**src/rtl/ps2_rx_fifo_if.sv**
```systemverilog
// Consumer-side handshake between the PS/2 receive FIFO and the scancode decoder.
// master = FIFO side (drives data/ready), slave = consumer side (drives nextdata_n).
interface ps2_rx_fifo_if;
    logic [7:0] data;
    logic       ready;
    logic       nextdata_n;

    modport master (output data, output ready, input nextdata_n);
    modport slave  (input data, input ready, output nextdata_n);
endinterface

```
**src/rtl/ps2_rx_fifo.sv**
```systemverilog
// PS/2 device-to-host receiver: synchronises the raw lines, deserialises 11-bit frames
// and queues valid bytes in a FIFO. Define PS2_PARITY_CHECK_EN to reject odd-parity errors.
module ps2_rx_fifo #(
    parameter int FIFO_AW     = 3,
    parameter int TIMEOUT_CYC = 50000
) (
    input  logic            clk_50m_i,
    input  logic            clr_i,
    input  logic            ps2_clk_i,
    input  logic            ps2_data_i,
    ps2_rx_fifo_if.master   cons,
    output logic            overflow_o,
    output logic            frame_err_o
);

    localparam int DEPTH = 1 << FIFO_AW;
    localparam int TW    = $clog2(TIMEOUT_CYC + 1);
    localparam logic [FIFO_AW:0] PTR_ONE = 1;

    typedef enum logic [1:0] {IDLE, SHIFT, CHECK} state_e;

    state_e              state_q, state_d;
    logic [2:0]          clkSync_q;
    logic [1:0]          dataSync_q;
    logic [10:0]         shift_q;
    logic [3:0]          bitCnt_q;
    logic [TW-1:0]       timer_q;
    logic [7:0]          mem_q [DEPTH];
    logic [FIFO_AW:0]    wptr_q, rptr_q;
    logic                overflow_q, frameErr_q;

    logic fallEdge, bitIn, timeout;
    logic frameOk, push, badFrame;
    logic empty, full, pop, wrEn;

    // [0] metastability flop, [1] synchronised value, [2] previous synchronised clock
    always_ff @(posedge clk_50m_i or posedge clr_i) begin
        if (clr_i) begin
            clkSync_q  <= 3'b111;
            dataSync_q <= 2'b11;
        end else begin
            clkSync_q  <= {clkSync_q[1:0], ps2_clk_i};
            dataSync_q <= {dataSync_q[0], ps2_data_i};
        end
    end

    assign fallEdge = clkSync_q[2] & ~clkSync_q[1];
    assign bitIn    = dataSync_q[1];
    assign timeout  = (timer_q == TW'(TIMEOUT_CYC - 1)) && !fallEdge;

    always_ff @(posedge clk_50m_i or posedge clr_i) begin
        if (clr_i) begin
            state_q <= IDLE;
        end else begin
            state_q <= state_d;
        end
    end

    always_comb begin
        state_d = state_q;
        case (state_q)
            IDLE:    if (fallEdge && !bitIn) state_d = SHIFT;
            SHIFT:   begin
                if (fallEdge && bitCnt_q == 4'd10) state_d = CHECK;
                else if (timeout)                  state_d = IDLE;
            end
            CHECK:   state_d = IDLE;
            default: state_d = IDLE;
        endcase
    end

    // Bits enter at the top, so after 11 samples the start bit sits at [0] and the stop bit at [10]
    always_ff @(posedge clk_50m_i or posedge clr_i) begin
        if (clr_i) begin
            shift_q  <= '0;
            bitCnt_q <= '0;
            timer_q  <= '0;
        end else begin
            if (state_q == IDLE && fallEdge && !bitIn) begin
                shift_q  <= {bitIn, 10'b0};
                bitCnt_q <= 4'd1;
            end else if (state_q == SHIFT && fallEdge) begin
                shift_q  <= {bitIn, shift_q[10:1]};
                bitCnt_q <= bitCnt_q + 4'd1;
            end
            if (state_q == SHIFT && !fallEdge) timer_q <= timer_q + TW'(1);
            else                               timer_q <= '0;
        end
    end

    always_comb begin
`ifdef PS2_PARITY_CHECK_EN
        frameOk = !shift_q[0] && shift_q[10] && (^shift_q[9:1]);
`else
        frameOk = !shift_q[0] && shift_q[10];
`endif
        push     = (state_q == CHECK) && frameOk;
        badFrame = (state_q == CHECK) && !frameOk;
    end

    assign empty = (wptr_q == rptr_q);
    assign full  = (wptr_q[FIFO_AW-1:0] == rptr_q[FIFO_AW-1:0]) && (wptr_q[FIFO_AW] != rptr_q[FIFO_AW]);
    assign pop   = !empty && !cons.nextdata_n;
    // A pop in the same cycle frees the slot, so a push into a full FIFO still lands
    assign wrEn  = push && (!full || pop);

    always_ff @(posedge clk_50m_i or posedge clr_i) begin
        if (clr_i) begin
            for (int i = 0; i < DEPTH; i++) mem_q[i] <= '0;
            wptr_q <= '0;
            rptr_q <= '0;
        end else begin
            if (wrEn) begin
                mem_q[wptr_q[FIFO_AW-1:0]] <= shift_q[8:1];
                wptr_q <= wptr_q + PTR_ONE;
            end
            if (pop) rptr_q <= rptr_q + PTR_ONE;
        end
    end

    always_ff @(posedge clk_50m_i or posedge clr_i) begin
        if (clr_i) begin
            overflow_q <= 1'b0;
            frameErr_q <= 1'b0;
        end else begin
            if (push && full && !pop) overflow_q <= 1'b1;
            if (badFrame)             frameErr_q <= 1'b1;
        end
    end

    assign cons.data   = mem_q[rptr_q[FIFO_AW-1:0]];
    assign cons.ready  = !empty;
    assign overflow_o  = overflow_q;
    assign frame_err_o = frameErr_q;

endmodule

```
**src/flat_wrapper.sv**
```systemverilog
// flat-port wrapper written by rule: the top's interface ports become plain ports
module ps2_rx_fifo_flat 
#(
    parameter int FIFO_AW     = 3,
    parameter int TIMEOUT_CYC = 50000
)
  (clk_50m_i, clr_i, ps2_clk_i, ps2_data_i, overflow_o, frame_err_o, cons_data, cons_ready, cons_nextdata_n);
  ps2_rx_fifo_if cons_i ();
  input  logic clk_50m_i;
  input  logic clr_i;
  input  logic ps2_clk_i;
  input  logic ps2_data_i;
  output logic overflow_o;
  output logic frame_err_o;
  output wire logic [$bits(cons_i.data)-1:0] cons_data;
  output wire logic [$bits(cons_i.ready)-1:0] cons_ready;
  input wire logic [$bits(cons_i.nextdata_n)-1:0] cons_nextdata_n;
  assign cons_data = cons_i.data;
  assign cons_ready = cons_i.ready;
  assign cons_i.nextdata_n = cons_nextdata_n;
  ps2_rx_fifo #(.FIFO_AW(FIFO_AW), .TIMEOUT_CYC(TIMEOUT_CYC)) u_core (.clk_50m_i(clk_50m_i), .clr_i(clr_i), .ps2_clk_i(ps2_clk_i), .ps2_data_i(ps2_data_i), .cons(cons_i), .overflow_o(overflow_o), .frame_err_o(frame_err_o));
endmodule
```
**config.mk**
```make
export PLATFORM = sky130hd
export DESIGN_NAME = ps2_rx_fifo_flat
export DESIGN_NICKNAME = d
export VERILOG_FILES = /design/src/rtl/ps2_rx_fifo_if.sv /design/src/rtl/ps2_rx_fifo.sv /design/src/flat_wrapper.sv
export SDC_FILE = /design/constraint.sdc
export NUM_CORES = 1
export LEC_CHECK = 0
export BUFFER_PORTS_ARGS = -buffer_cell sky130_fd_sc_hd__clkbuf_2
export CORE_UTILIZATION = 60
export DETAILED_ROUTE_END_ITERATION = 6
export PLACE_DENSITY = 0.79
export SLEW_MARGIN = 10
export SYNTH_ARGS = -nofsm -noshare
export SYNTH_HDL_FRONTEND = slang
export SYNTH_SLANG_ARGS = --single-unit
export TNS_END_PERCENT = 30
```
**constraint.sdc**
```tcl
create_clock -name clk_50m_i -period 4.97 [get_ports clk_50m_i]
set_clock_uncertainty 0.15 [all_clocks]
set_input_delay 0.7455 -clock clk_50m_i [delete_from_list [all_inputs] [get_ports clk_50m_i]]
set_output_delay 0.7455 -clock clk_50m_i [all_outputs]
set_load 0.01 [all_outputs]
```
==> impl_metrics.xml, run 1 <==
<?xml version="1.0" encoding="UTF-8"?>
<metrics>
  <group name="final_layout">
    <metric name="post_route_cells_drive_above_1_share" unit="%">21.88</metric>
    <metric name="area.growth.synth_to_final" unit="%">5.843</metric>
    <metric name="commonest_cells_after_routing_fill_and_taps_aside" unit="">sky130_fd_sc_hd__dfrtp_1, sky130_fd_sc_hd__o2bb2ai_1, sky130_fd_sc_hd__nand2_1, sky130_fd_sc_hd__nor2_1, sky130_fd_sc_hd__mux4_2</metric>
    <metric name="final_nets" unit="">421</metric>
    <metric name="n_antenna_cell" unit="">0</metric>
    <metric name="layout_commonest_cell" unit="">sky130_fd_sc_hd__dfrtp_1</metric>
    <metric name="post_layout_nonfiller_instances" unit="">521</metric>
  </group>
  <group name="die">
    <metric name="initial_utilization" unit="%">63.16</metric>
    <metric name="die-area" unit="µm²">9158</metric>
    <metric name="ios" unit="">16</metric>
    <metric name="die_w" unit="µm">95.70</metric>
    <metric name="placementRows" unit="">33</metric>
    <metric name="chipHeight" unit="µm">95.70</metric>
    <metric name="coreArea" unit="µm²">8341</metric>
  </group>
  <group name="routing">
    <metric name="average_wire_per_cell_in_the_routed_design" unit="µm">21.07</metric>
    <metric name="via_count" unit="">3457</metric>
    <metric name="detail_route.wirelength" unit="µm">10980</metric>
    <metric name="via_per_inst" unit="">6.635</metric>
    <metric name="drt-initial-drc-count" unit="">186</metric>
    <metric name="drt_drc_violations_left" unit="">0</metric>
    <metric name="antenna_left" unit="">0</metric>
    <metric name="drt_first_pass_iters" unit="">5</metric>
  </group>
  <group name="power">
    <metric name="total_leakage_power" unit="nW">2.297</metric>
    <metric name="cellPowerDensity" unit="nW/µm²">383.7</metric>
    <metric name="ir_worst_vdd" unit="mV">0.1953</metric>
  </group>
  <group name="timing">
    <metric name="timing.final.setup_violations" unit="">0</metric>
    <metric name="post-route-min-period" unit="ns">3.396</metric>
    <metric name="final-max-slew-violation-count" unit="">0</metric>
    <metric name="setup_total_negative_slack" unit="ns">0</metric>
    <metric name="final_worst_setup_slack" unit="ns">1.574</metric>
    <metric name="relative_slew_margins" unit="%">36.60</metric>
    <metric name="transition_time_at_the_pin_with_the_least_slew_margin" unit="ns">0.9510</metric>
    <metric name="max_clock_freq" unit="MHz">294.5</metric>
    <metric name="fin_hold_ws" unit="ns">0.2111</metric>
    <metric name="timing.final.crit_share" unit="%">68.33</metric>
    <metric name="rsz0062_at_grt" unit="">false</metric>
    <metric name="hold_viol" unit="">0</metric>
  </group>
  <group name="clock_tree">
    <metric name="numCtsBuffers" unit="">9</metric>
    <metric name="clkTransAtPathRegs" unit="ns">0.10</metric>
    <metric name="clock_sink_count" unit="">112</metric>
    <metric name="cts.repair.resized" unit="">0</metric>
    <metric name="clk_path_buf_depth" unit="">2</metric>
    <metric name="tritoncts_clock_tree" unit="">built</metric>
    <metric name="clk_latency" unit="ns">0.37</metric>
    <metric name="clock_tree.root_cell" unit="">sky130_fd_sc_hd__clkbuf_8</metric>
    <metric name="cts.repair_timing.setup_buffer_count" unit="">0</metric>
    <metric name="cts_htree_levels" unit="">3</metric>
    <metric name="ctsHoldBuffers" unit="">0</metric>
  </group>
  <group name="placed_design">
    <metric name="place_hpwl" unit="µm">7012</metric>
    <metric name="gp_congestion" unit="">0.8164</metric>
    <metric name="dp.cells" unit="">505</metric>
    <metric name="port_buffers" unit="">15</metric>
    <metric name="pre_cts_ws" unit="ns">1.962</metric>
  </group>
  <group name="global_routing">
    <metric name="grt-ovfl-total" unit="">0</metric>
    <metric name="grt_pass1_vias" unit="">3395</metric>
    <metric name="pin_count_of_the_biggest_net_entering_global_routing" unit="">80</metric>
    <metric name="antenna_found_initial" unit="">0</metric>
    <metric name="grt_pass1_wl" unit="µm">17680</metric>
    <metric name="overall_fraction_of_global_route_tracks_in_use" unit="%">26.16</metric>
  </group>
  <group name="logic_synthesis">
    <metric name="synth.ff_latch_count" unit="">112</metric>
    <metric name="synth_edf_count" unit="">0</metric>
    <metric name="async_set_or_reset_register_ratio_after_synthesis" unit="%">100.0</metric>
    <metric name="synth_seq_area_share" unit="%">53.33</metric>
    <metric name="syn-num-nets" unit="">411</metric>
    <metric name="post_synth_num_cell_types" unit="">50</metric>
    <metric name="synth_area" unit="µm²">5268</metric>
    <metric name="number_of_cells_produced_by_synthesis" unit="">401</metric>
    <metric name="syn_avg_cell_area" unit="µm²">13.14</metric>
    <metric name="yosys_warnings" unit="">0</metric>
    <metric name="synth_flop_cell" unit="">sky130_fd_sc_hd__dfrtp_1</metric>
  </group>
  <group name="worst_hold_path">
    <metric name="min_delay_path_depth" unit="">0</metric>
    <metric name="worstHoldStart" unit="">u_core.dataSync_q[0]</metric>
    <metric name="timing.hold.worst.class" unit="">register to register</metric>
    <metric name="whs_endpoint" unit="">u_core.dataSync_q[1]</metric>
  </group>
  <group name="critical_path">
    <metric name="cp.required" unit="ns">4.07</metric>
    <metric name="cp-start-kind" unit="">register</metric>
    <metric name="worstRegToRegCells" unit="">4</metric>
    <metric name="path_cells" unit="">buf_4 &gt; mux4_2 &gt; mux2_2 &gt; clkbuf_2</metric>
    <metric name="rr_startpoint" unit="">u_core.rptr_q[1]</metric>
    <metric name="critPathArrivalTime" unit="ns">2.50</metric>
    <metric name="timing.reg2reg.setup_slack" unit="ns">2.03</metric>
    <metric name="critPathMaxFanout" unit="">13</metric>
    <metric name="critical_path.reg2reg.endpoint" unit="">u_core.mem_q[31]</metric>
    <metric name="critical_path_class" unit="">register to output pin</metric>
    <metric name="crit_path_top_delay_cell" unit="">sky130_fd_sc_hd__dfrtp_1</metric>
    <metric name="cpPeakStageDelay" unit="ns">0.88</metric>
    <metric name="endpoint_kind" unit="">output pin</metric>
  </group>
  <group name="outcome">
    <metric name="status" unit="">complete, no violations</metric>
  </group>
  <group name="flow_run">
    <metric name="cap_viol_max_count" unit="">0</metric>
  </group>
</metrics>
layer usage:
layer  vias to the layer above  part of all wire, %  global-route usage, %
met5                         -                    0                      0
met4                         0                  1.9                  9.080
met3                        19                  5.6                  4.818
met2                       120                   47                  39.58
met1                      1786                   45                  38.20
li1                       1532                    -                      -
cell usage after synthesis (6+ instances only):
master                      instances  area (µm²)
sky130_fd_sc_hd__mux2_2             9       101.4
sky130_fd_sc_hd__mux4_2            16       360.4
sky130_fd_sc_hd__a21oi_1           12       60.06
sky130_fd_sc_hd__clkbuf_1           8       30.03
sky130_fd_sc_hd__nand3_1            6       30.03
sky130_fd_sc_hd__nand2_1           46       172.7
sky130_fd_sc_hd__nor2_1            20       75.07
sky130_fd_sc_hd__xor2_1            11       96.34
sky130_fd_sc_hd__o2bb2ai_1         64       560.5
sky130_fd_sc_hd__nand4_1            7       43.79
sky130_fd_sc_hd__xnor2_1           11       96.34
sky130_fd_sc_hd__dfrtp_1          107        2678
sky130_fd_sc_hd__o2111ai_4          7       183.9
sky130_fd_sc_hd__buf_4              7       52.55
registers in the layout, indices dropped and copies added, names as in the netlist:
signal              count
u_core.timer_q         16
u_core.mem_q           64
u_core.state_q          2
u_core.dataSync_q       2
u_core.frame_err_o      1
u_core.shift_q         11
u_core.wptr_q           4
u_core.rptr_q           4
u_core.clkSync_q        3
u_core.bitCnt_q         4
u_core.overflow_o       1
area by class of cell:
class / instances / area (µm²)
flip-flops and latches: 112 / 2809
fillers: 611 / 2765
multi-input cells: 264 / 2305
clock buffers: 12 / 165.2
well taps: 105 / 131.4
repair buffers: 20 / 112.6
clock inverters: 4 / 35.03
inverters: 4 / 17.52
power breakdown:
group	switching, mW	internal (mW)	leakage (nW)
clock	0.307	0.229	0.0972
sequential	0.167	0.997	1.52
combinational	0.254	0.186	0.680
worst max-delay path, delay by kind of cell (launching register included):
family                 cells  cell delay, ns
DFF                        1            0.88
muxes                      2            0.79
buffers and inverters      2            0.47
kinds of logic after synthesis:
| logic type | share of synthesized area [%] |
|---|---|
| xor+xnor | 4.584 |
| fa+ha+maj | 1.188 |
| simple gates | 10.59 |
| compound gates | 18.29 |
| flops | 53.33 |
| mux | 8.979 |
| buf+inv | 3.040 |
stage by stage:
stage               cell area, µm²  power (mW)  utilization, %
finish                        5575       2.139           66.85
global route                  5575       2.250           66.85
CTS                           5575       2.145           66.85
detailed placement            5375       1.619           64.45
global placement              5375       1.592           64.45
floorplan                     5268       1.530               -
worst max-delay path by stage:
stage,slack [ns],startpoint,end
after global routing,1.45,u_core.rptr_q[0],cons_data[2]
after detailed placement,1.96,u_core.rptr_q[0],cons_data[3]
after global placement,2.00,u_core.rptr_q[0],cons_data[3]
final,1.57,u_core.rptr_q[0],cons_data[3]
after CTS,1.55,u_core.rptr_q[0],cons_data[3]
after floorplan,1.12,clr_i,u_core.bitCnt_q[0]
(Power assumes the default switching activity.)
==> inputs of run 2 (changes only) <==
==> constraint.sdc (replaced) <==
create_clock -name clk_50m_i -period 3.2 [get_ports clk_50m_i]
set_clock_uncertainty 0.15 [all_clocks]
set_input_delay 0.48 -clock clk_50m_i [delete_from_list [all_inputs] [get_ports clk_50m_i]]
set_output_delay 0.48 -clock clk_50m_i [all_outputs]
set_load 0.01 [all_outputs]
==> run 2 against run 1 <==
Effect of this change:
- first-iteration DRC count up 58%
- non-clock buffer count up 8
- sequential cell count stayed put
- worst setup slack worse by 1.0 ns
- cell count grew 1.5%
- via count shrank 0.84%
- critical path depth unchanged
- die area unchanged
- largest power group unchanged
==> impl_metrics.xml, run 2 (synthesized netlist as in run 1, its figures left out) <==
<?xml version="1.0" encoding="UTF-8"?>
<metrics>
  <group name="outcome">
    <metric name="status" unit="">complete, no violations</metric>
  </group>
  <group name="routing">
    <metric name="drt_first_pass_iters" unit="">4</metric>
    <metric name="detail_route.wirelength" unit="µm">10960</metric>
    <metric name="antenna_left" unit="">0</metric>
    <metric name="drt-initial-drc-count" unit="">294</metric>
    <metric name="average_wire_per_cell_in_the_routed_design" unit="µm">20.71</metric>
    <metric name="via_per_inst" unit="">6.480</metric>
    <metric name="via_count" unit="">3428</metric>
    <metric name="drt_drc_violations_left" unit="">0</metric>
  </group>
  <group name="critical_path">
    <metric name="cpPeakStageDelay" unit="ns">0.55</metric>
    <metric name="path_cells" unit="">buf_4 &gt; mux4_2 &gt; mux2_2 &gt; clkbuf_2</metric>
    <metric name="cp.buffers_inverters" unit="">2</metric>
    <metric name="cp.required" unit="ns">2.57</metric>
    <metric name="cp-start-kind" unit="">register</metric>
    <metric name="crit_path_top_delay_cell" unit="">sky130_fd_sc_hd__mux4_2</metric>
    <metric name="endpoint_kind" unit="">output pin</metric>
    <metric name="cpLargestDelayFamily" unit="">multiplexers</metric>
    <metric name="critPathArrivalTime" unit="ns">2.03</metric>
    <metric name="critical_path_class" unit="">register to output pin</metric>
    <metric name="critPathMaxFanout" unit="">20</metric>
  </group>
  <group name="global_routing">
    <metric name="pin_count_of_the_biggest_net_entering_global_routing" unit="">47</metric>
    <metric name="grt_pass1_vias" unit="">3419</metric>
    <metric name="grt_pass1_wl" unit="µm">18140</metric>
    <metric name="grt-ovfl-total" unit="">0</metric>
    <metric name="antenna_found_initial" unit="">0</metric>
    <metric name="overall_fraction_of_global_route_tracks_in_use" unit="%">27.00</metric>
  </group>
  <group name="final_layout">
    <metric name="final_nets" unit="">429</metric>
    <metric name="reg_top3" unit="">u_core.mem_q x64, u_core.timer_q x16, u_core.shift_q x11</metric>
    <metric name="filler_cells_inserted" unit="">609</metric>
    <metric name="n_antenna_cell" unit="">0</metric>
    <metric name="post_layout_nonfiller_instances" unit="">529</metric>
    <metric name="layout_commonest_cell" unit="">sky130_fd_sc_hd__dfrtp_1</metric>
    <metric name="area.growth.synth_to_final" unit="%">7.055</metric>
    <metric name="layout.cell_area.non_filler" unit="µm²">5639</metric>
    <metric name="largest_register_ff_count" unit="">64</metric>
    <metric name="post_route_cells_drive_above_1_share" unit="%">23.11</metric>
    <metric name="commonest_cells_after_routing_fill_and_taps_aside" unit="">sky130_fd_sc_hd__dfrtp_1, sky130_fd_sc_hd__o2bb2ai_1, sky130_fd_sc_hd__nand2_1, sky130_fd_sc_hd__nor2_1, sky130_fd_sc_hd__mux4_2</metric>
    <metric name="finish.utilization" unit="%">67.61</metric>
    <metric name="regMostFlops" unit="">u_core.mem_q</metric>
  </group>
  <group name="timing">
    <metric name="max_clock_freq" unit="MHz">375.3</metric>
    <metric name="transition_time_at_the_pin_with_the_least_slew_margin" unit="ns">0.6879</metric>
    <metric name="rsz0062_at_grt" unit="">false</metric>
    <metric name="setup_total_negative_slack" unit="ns">0</metric>
    <metric name="relative_slew_margins" unit="%">54.04</metric>
    <metric name="timing.final.crit_share" unit="%">83.27</metric>
    <metric name="post-route-min-period" unit="ns">2.665</metric>
    <metric name="hold_viol" unit="">0</metric>
    <metric name="timing.final.setup_violations" unit="">0</metric>
    <metric name="fin_hold_ws" unit="ns">0.03566</metric>
    <metric name="final-max-slew-violation-count" unit="">0</metric>
  </group>
  <group name="placed_design">
    <metric name="dp.cells" unit="">513</metric>
    <metric name="gp_congestion" unit="">0.8178</metric>
    <metric name="place_hpwl" unit="µm">7227</metric>
    <metric name="dpl_cell_area" unit="µm²">5449</metric>
    <metric name="port_buffers" unit="">15</metric>
  </group>
  <group name="die">
    <metric name="coreArea" unit="µm²">8341</metric>
    <metric name="placementRows" unit="">33</metric>
    <metric name="die-area" unit="µm²">9158</metric>
    <metric name="die_w" unit="µm">95.70</metric>
    <metric name="ios" unit="">16</metric>
    <metric name="chipHeight" unit="µm">95.70</metric>
    <metric name="initial_utilization" unit="%">63.16</metric>
  </group>
  <group name="flow_run">
    <metric name="cap_viol_max_count" unit="">0</metric>
  </group>
  <group name="clock_tree">
    <metric name="clk_latency" unit="ns">0.36</metric>
    <metric name="ctsHoldBuffers" unit="">0</metric>
    <metric name="clock_sink_count" unit="">112</metric>
    <metric name="clkTransAtPathRegs" unit="ns">0.10</metric>
    <metric name="cts.repair_timing.setup_buffer_count" unit="">0</metric>
    <metric name="numCtsBuffers" unit="">9</metric>
    <metric name="tritoncts_clock_tree" unit="">built</metric>
    <metric name="cts.repair.resized" unit="">0</metric>
    <metric name="cts_htree_levels" unit="">3</metric>
    <metric name="clock_tree.root_cell" unit="">sky130_fd_sc_hd__clkbuf_8</metric>
    <metric name="clk_path_buf_depth" unit="">2</metric>
  </group>
  <group name="power">
    <metric name="ir_worst_vdd" unit="mV">0.3304</metric>
    <metric name="total_leakage_power" unit="nW">2.333</metric>
    <metric name="cellPowerDensity" unit="nW/µm²">589.9</metric>
  </group>
  <group name="worst_hold_path">
    <metric name="timing.hold.worst.class" unit="">input pin to async pin</metric>
  </group>
</metrics>
==> run 2: metal layers <==
layer | vias up | GRT usage (%) | part of all wire, %
li1 | 1553 | - | -
met1 | 1743 | 40.29 | 46
met2 | 120 | 40.18 | 47
met3 | 12 | 4.897 | 5.6
met4 | 0 | 9.453 | 1.4
met5 | - | 0 | 0
==> run 2: stage by stage <==
step	power, mW	worst slack (ns)
final	3.326	0.5353
after global routing	3.517	0.4245
after CTS	3.360	0.5019
after detailed placement	2.553	0.8977
after global placement	2.520	0.9279
after floorplan	2.376	0.9567
==> run 2: cell type report <==
class / instances / area (µm²) / area share [%]
clock inverter: 4 / 35.03 / 0.6213
tap: 105 / 131.4 / 2.330
inverter: 4 / 18.77 / 0.3328
sequential: 112 / 2809 / 49.81
clock buffer: 12 / 155.1 / 2.751
multi-input combinational: 264 / 2305 / 40.87
timing repair buffer: 28 / 185.2 / 3.284
==> run 2: power breakdown <==
group          switching (mW)  internal (mW)  total [mW]
registers               0.147           1.55        1.70
logic                   0.515          0.309       0.824
clock network           0.469          0.335       0.804
==> run 2: path summary, 6_finish.rpt <==
path	slack, ns	to	cells past startpoint	startpoint
setup / recovery	0.54	cons_data[7]	4	u_core.rptr_q[0]
hold / removal	0.04	u_core.rptr_q[3]	2	clr_i
setup reg to reg	0.89	u_core.mem_q[5]	6	u_core.rptr_q[0]
hold reg to reg	0.21	u_core.dataSync_q[1]	0	u_core.dataSync_q[0]
max in group asynchronous	2.11	u_core.mem_q[21]	3	clr_i
min in group clk_50m_i	0.04	u_core.clkSync_q[0]	1	ps2_clk_i
==> inputs of run 3 (changes only) <==
--- a/config.mk
+++ b/config.mk
@@ -6,9 +6,9 @@
 export NUM_CORES = 1
 export LEC_CHECK = 0
 export BUFFER_PORTS_ARGS = -buffer_cell sky130_fd_sc_hd__clkbuf_2
-export CORE_UTILIZATION = 60
+export CORE_UTILIZATION = 56
 export DETAILED_ROUTE_END_ITERATION = 6
-export PLACE_DENSITY = 0.79
+export PLACE_DENSITY = 0.78
 export SLEW_MARGIN = 10
 export SYNTH_ARGS = -nofsm -noshare
 export SYNTH_HDL_FRONTEND = slang
==> constraint.sdc (replaced) <==
create_clock -name clk_50m_i -period 2.4 [get_ports clk_50m_i]
set_clock_uncertainty 0.15 [all_clocks]
set_input_delay 0.36 -clock clk_50m_i [delete_from_list [all_inputs] [get_ports clk_50m_i]]
set_output_delay 0.36 -clock clk_50m_i [all_outputs]
set_load 0.01 [all_outputs]
==> run 3 against run 2 <==
Effect of this change:
- the flow now finishes with violations (negative setup slack)
- worst setup slack got worse by 0.55 ns
- sequential cell count unchanged
- cell count increased by 2.6%
- via count decreased by 0.23%
- cell area increased by 2.1%
- critical path type unchanged
==> impl_metrics.xml, run 3 (synthesized netlist as in run 1, its figures left out) <==
<?xml version="1.0" encoding="UTF-8"?>
<metrics>
  <group name="placed_design">
    <metric name="dp.cells" unit="">523</metric>
    <metric name="port_buffers" unit="">15</metric>
    <metric name="place_hpwl" unit="µm">6838</metric>
    <metric name="gp_congestion" unit="">0.7957</metric>
    <metric name="pre_cts_ws" unit="ns">0.3057</metric>
    <metric name="dpl_cell_area" unit="µm²">5487</metric>
  </group>
  <group name="routing">
    <metric name="drt-initial-drc-count" unit="">255</metric>
    <metric name="average_wire_per_cell_in_the_routed_design" unit="µm">19.56</metric>
    <metric name="detail_route.wirelength" unit="µm">10620</metric>
    <metric name="via_per_inst" unit="">6.298</metric>
    <metric name="drt_drc_violations_left" unit="">0</metric>
    <metric name="drt_first_pass_iters" unit="">4</metric>
    <metric name="antenna_left" unit="">0</metric>
    <metric name="via_count" unit="">3420</metric>
  </group>
  <group name="critical_path">
    <metric name="critPathArrivalTime" unit="ns">1.91</metric>
    <metric name="cp.required" unit="ns">1.89</metric>
    <metric name="path_cells" unit="">buf_12 &gt; mux4_2 &gt; mux2_4 &gt; clkbuf_2</metric>
    <metric name="cpPeakStageDelay" unit="ns">0.51</metric>
    <metric name="crit_path_top_delay_cell" unit="">sky130_fd_sc_hd__mux4_2</metric>
    <metric name="critPathMaxFanout" unit="">9</metric>
    <metric name="cp-start-kind" unit="">register</metric>
    <metric name="critical_path_class" unit="">register to output pin</metric>
    <metric name="worstRegToRegCells" unit="">8</metric>
    <metric name="endpoint_kind" unit="">output pin</metric>
  </group>
  <group name="power">
    <metric name="post_layout_power" unit="mW">4.495</metric>
    <metric name="ir_worst_vdd" unit="mV">0.4143</metric>
    <metric name="cellPowerDensity" unit="nW/µm²">780.6</metric>
    <metric name="total_leakage_power" unit="nW">2.383</metric>
  </group>
  <group name="die">
    <metric name="die_w" unit="µm">98.99</metric>
    <metric name="ios" unit="">16</metric>
    <metric name="chipHeight" unit="µm">98.99</metric>
    <metric name="initial_utilization" unit="%">57.28</metric>
    <metric name="die-area" unit="µm²">9798</metric>
    <metric name="coreArea" unit="µm²">9196</metric>
    <metric name="placementRows" unit="">35</metric>
  </group>
  <group name="final_layout">
    <metric name="largest_register_ff_count" unit="">64</metric>
    <metric name="regMostFlops" unit="">u_core.mem_q</metric>
    <metric name="layout_commonest_cell" unit="">sky130_fd_sc_hd__dfrtp_1</metric>
    <metric name="reg_top3" unit="">u_core.mem_q x64, u_core.timer_q x16, u_core.shift_q x11</metric>
    <metric name="finish.utilization" unit="%">62.61</metric>
    <metric name="commonest_cells_after_routing_fill_and_taps_aside" unit="">sky130_fd_sc_hd__dfrtp_1, sky130_fd_sc_hd__o2bb2ai_1, sky130_fd_sc_hd__nand2_1, sky130_fd_sc_hd__nor2_1, sky130_fd_sc_hd__mux4_2</metric>
    <metric name="filler_cells_inserted" unit="">690</metric>
    <metric name="layout.cell_area.non_filler" unit="µm²">5758</metric>
    <metric name="post_layout_nonfiller_instances" unit="">543</metric>
    <metric name="post_route_cells_drive_above_1_share" unit="%">23.84</metric>
    <metric name="final_nets" unit="">437</metric>
    <metric name="n_antenna_cell" unit="">0</metric>
    <metric name="area.growth.synth_to_final" unit="%">9.311</metric>
  </group>
  <group name="clock_tree">
    <metric name="clkTransAtPathRegs" unit="ns">0.11</metric>
    <metric name="clk_latency" unit="ns">0.38</metric>
    <metric name="numCtsBuffers" unit="">9</metric>
    <metric name="tritoncts_clock_tree" unit="">built</metric>
    <metric name="clock_tree.root_cell" unit="">sky130_fd_sc_hd__clkbuf_8</metric>
    <metric name="clk_path_buf_depth" unit="">2</metric>
    <metric name="cts_htree_levels" unit="">3</metric>
    <metric name="clock_sink_count" unit="">112</metric>
  </group>
  <group name="global_routing">
    <metric name="antenna_found_initial" unit="">0</metric>
    <metric name="grt-ovfl-total" unit="">0</metric>
    <metric name="overall_fraction_of_global_route_tracks_in_use" unit="%">24.05</metric>
    <metric name="grt_pass1_wl" unit="µm">17920</metric>
    <metric name="pin_count_of_the_biggest_net_entering_global_routing" unit="">113</metric>
    <metric name="grt_pass1_vias" unit="">3387</metric>
  </group>
  <group name="outcome">
    <metric name="status" unit="">finished with violations</metric>
    <metric name="violations" unit="">negative setup slack</metric>
  </group>
  <group name="timing">
    <metric name="post-route-min-period" unit="ns">2.420</metric>
    <metric name="timing.final.setup_violations" unit="">6</metric>
    <metric name="rsz0062_at_grt" unit="">true</metric>
    <metric name="final_worst_setup_slack" unit="ns">-0.01953</metric>
    <metric name="max_clock_freq" unit="MHz">413.3</metric>
    <metric name="setup_total_negative_slack" unit="ns">-0.07614</metric>
    <metric name="final-max-slew-violation-count" unit="">0</metric>
    <metric name="hold_viol" unit="">0</metric>
    <metric name="fin_hold_ws" unit="ns">0.1670</metric>
    <metric name="transition_time_at_the_pin_with_the_least_slew_margin" unit="ns">0.5984</metric>
    <metric name="timing.final.crit_share" unit="%">100.8</metric>
    <metric name="relative_slew_margins" unit="%">59.54</metric>
  </group>
  <group name="worst_hold_path">
    <metric name="min_delay_path_depth" unit="">4</metric>
    <metric name="timing.hold.worst.class" unit="">input pin to register</metric>
  </group>
  <group name="flow_run">
    <metric name="cap_viol_max_count" unit="">0</metric>
  </group>
</metrics>
run 3: layout make-up:
| class | count | area [µm²] | area share, % |
|---|---|---|---|
| clock buffers | 10 | 127.6 | 2.216 |
| repair buffers | 36 | 285.3 | 4.954 |
| flip-flops and latches | 112 | 2809 | 48.78 |
| multi-input cells | 264 | 2327 | 40.42 |
| well taps | 111 | 138.9 | 2.412 |
| clock inverters | 6 | 51.30 | 0.8909 |
| inverters | 4 | 18.77 | 0.3259 |
run 3: critical path: cells and delay by family (launching register included):
kind	cells	cell delay [ns]
buf+inv	2	0.30
flops	1	0.43
mux	2	0.79
run 3: metal layers:
layer  global-route usage (%)  wire length, µm  vias up
met3                    5.603              531       18
met1                    35.13             4778     1752
met5                        0                0        -
li1                         -                -     1560
met4                    7.118              227        0
met2                    36.20             5083       90
run 3: what timing repair did:
action | 4_1_cts | 5_1_grt
gates resized for setup | 8 | 7
endpoints found under the setup margin | 8 | 8
setup buffers | 1 | 0
hold buffers | 3 | 0
endpoints found under the hold margin | 8 | 0
run 3: power breakdown:
part / leakage [nW] / internal [mW] / total, mW / switching [mW]
Sequential: 1.52 / 2.07 / 2.26 / 0.194
Combinational: 0.776 / 0.485 / 1.19 / 0.705
Clock: 0.0875 / 0.391 / 1.04 / 0.650
Total: 2.38 / 2.95 / 4.49 / 1.55
run 3: worst paths after layout:
kind | slack, ns | endpoint | from
setup / recovery | -0.02 | cons_data[5] | u_core.rptr_q[0]
hold reg to reg | 0.21 | u_core.clkSync_q[1] | u_core.clkSync_q[0]
hold / removal | 0.17 | u_core.rptr_q[2] | cons_nextdata_n
min in group asynchronous | 0.54 | u_core.timer_q[8] | clr_i
max in group asynchronous | 1.13 | u_core.mem_q[39] | clr_i
setup reg to reg | 0.14 | u_core.mem_q[47] | u_core.rptr_q[0]
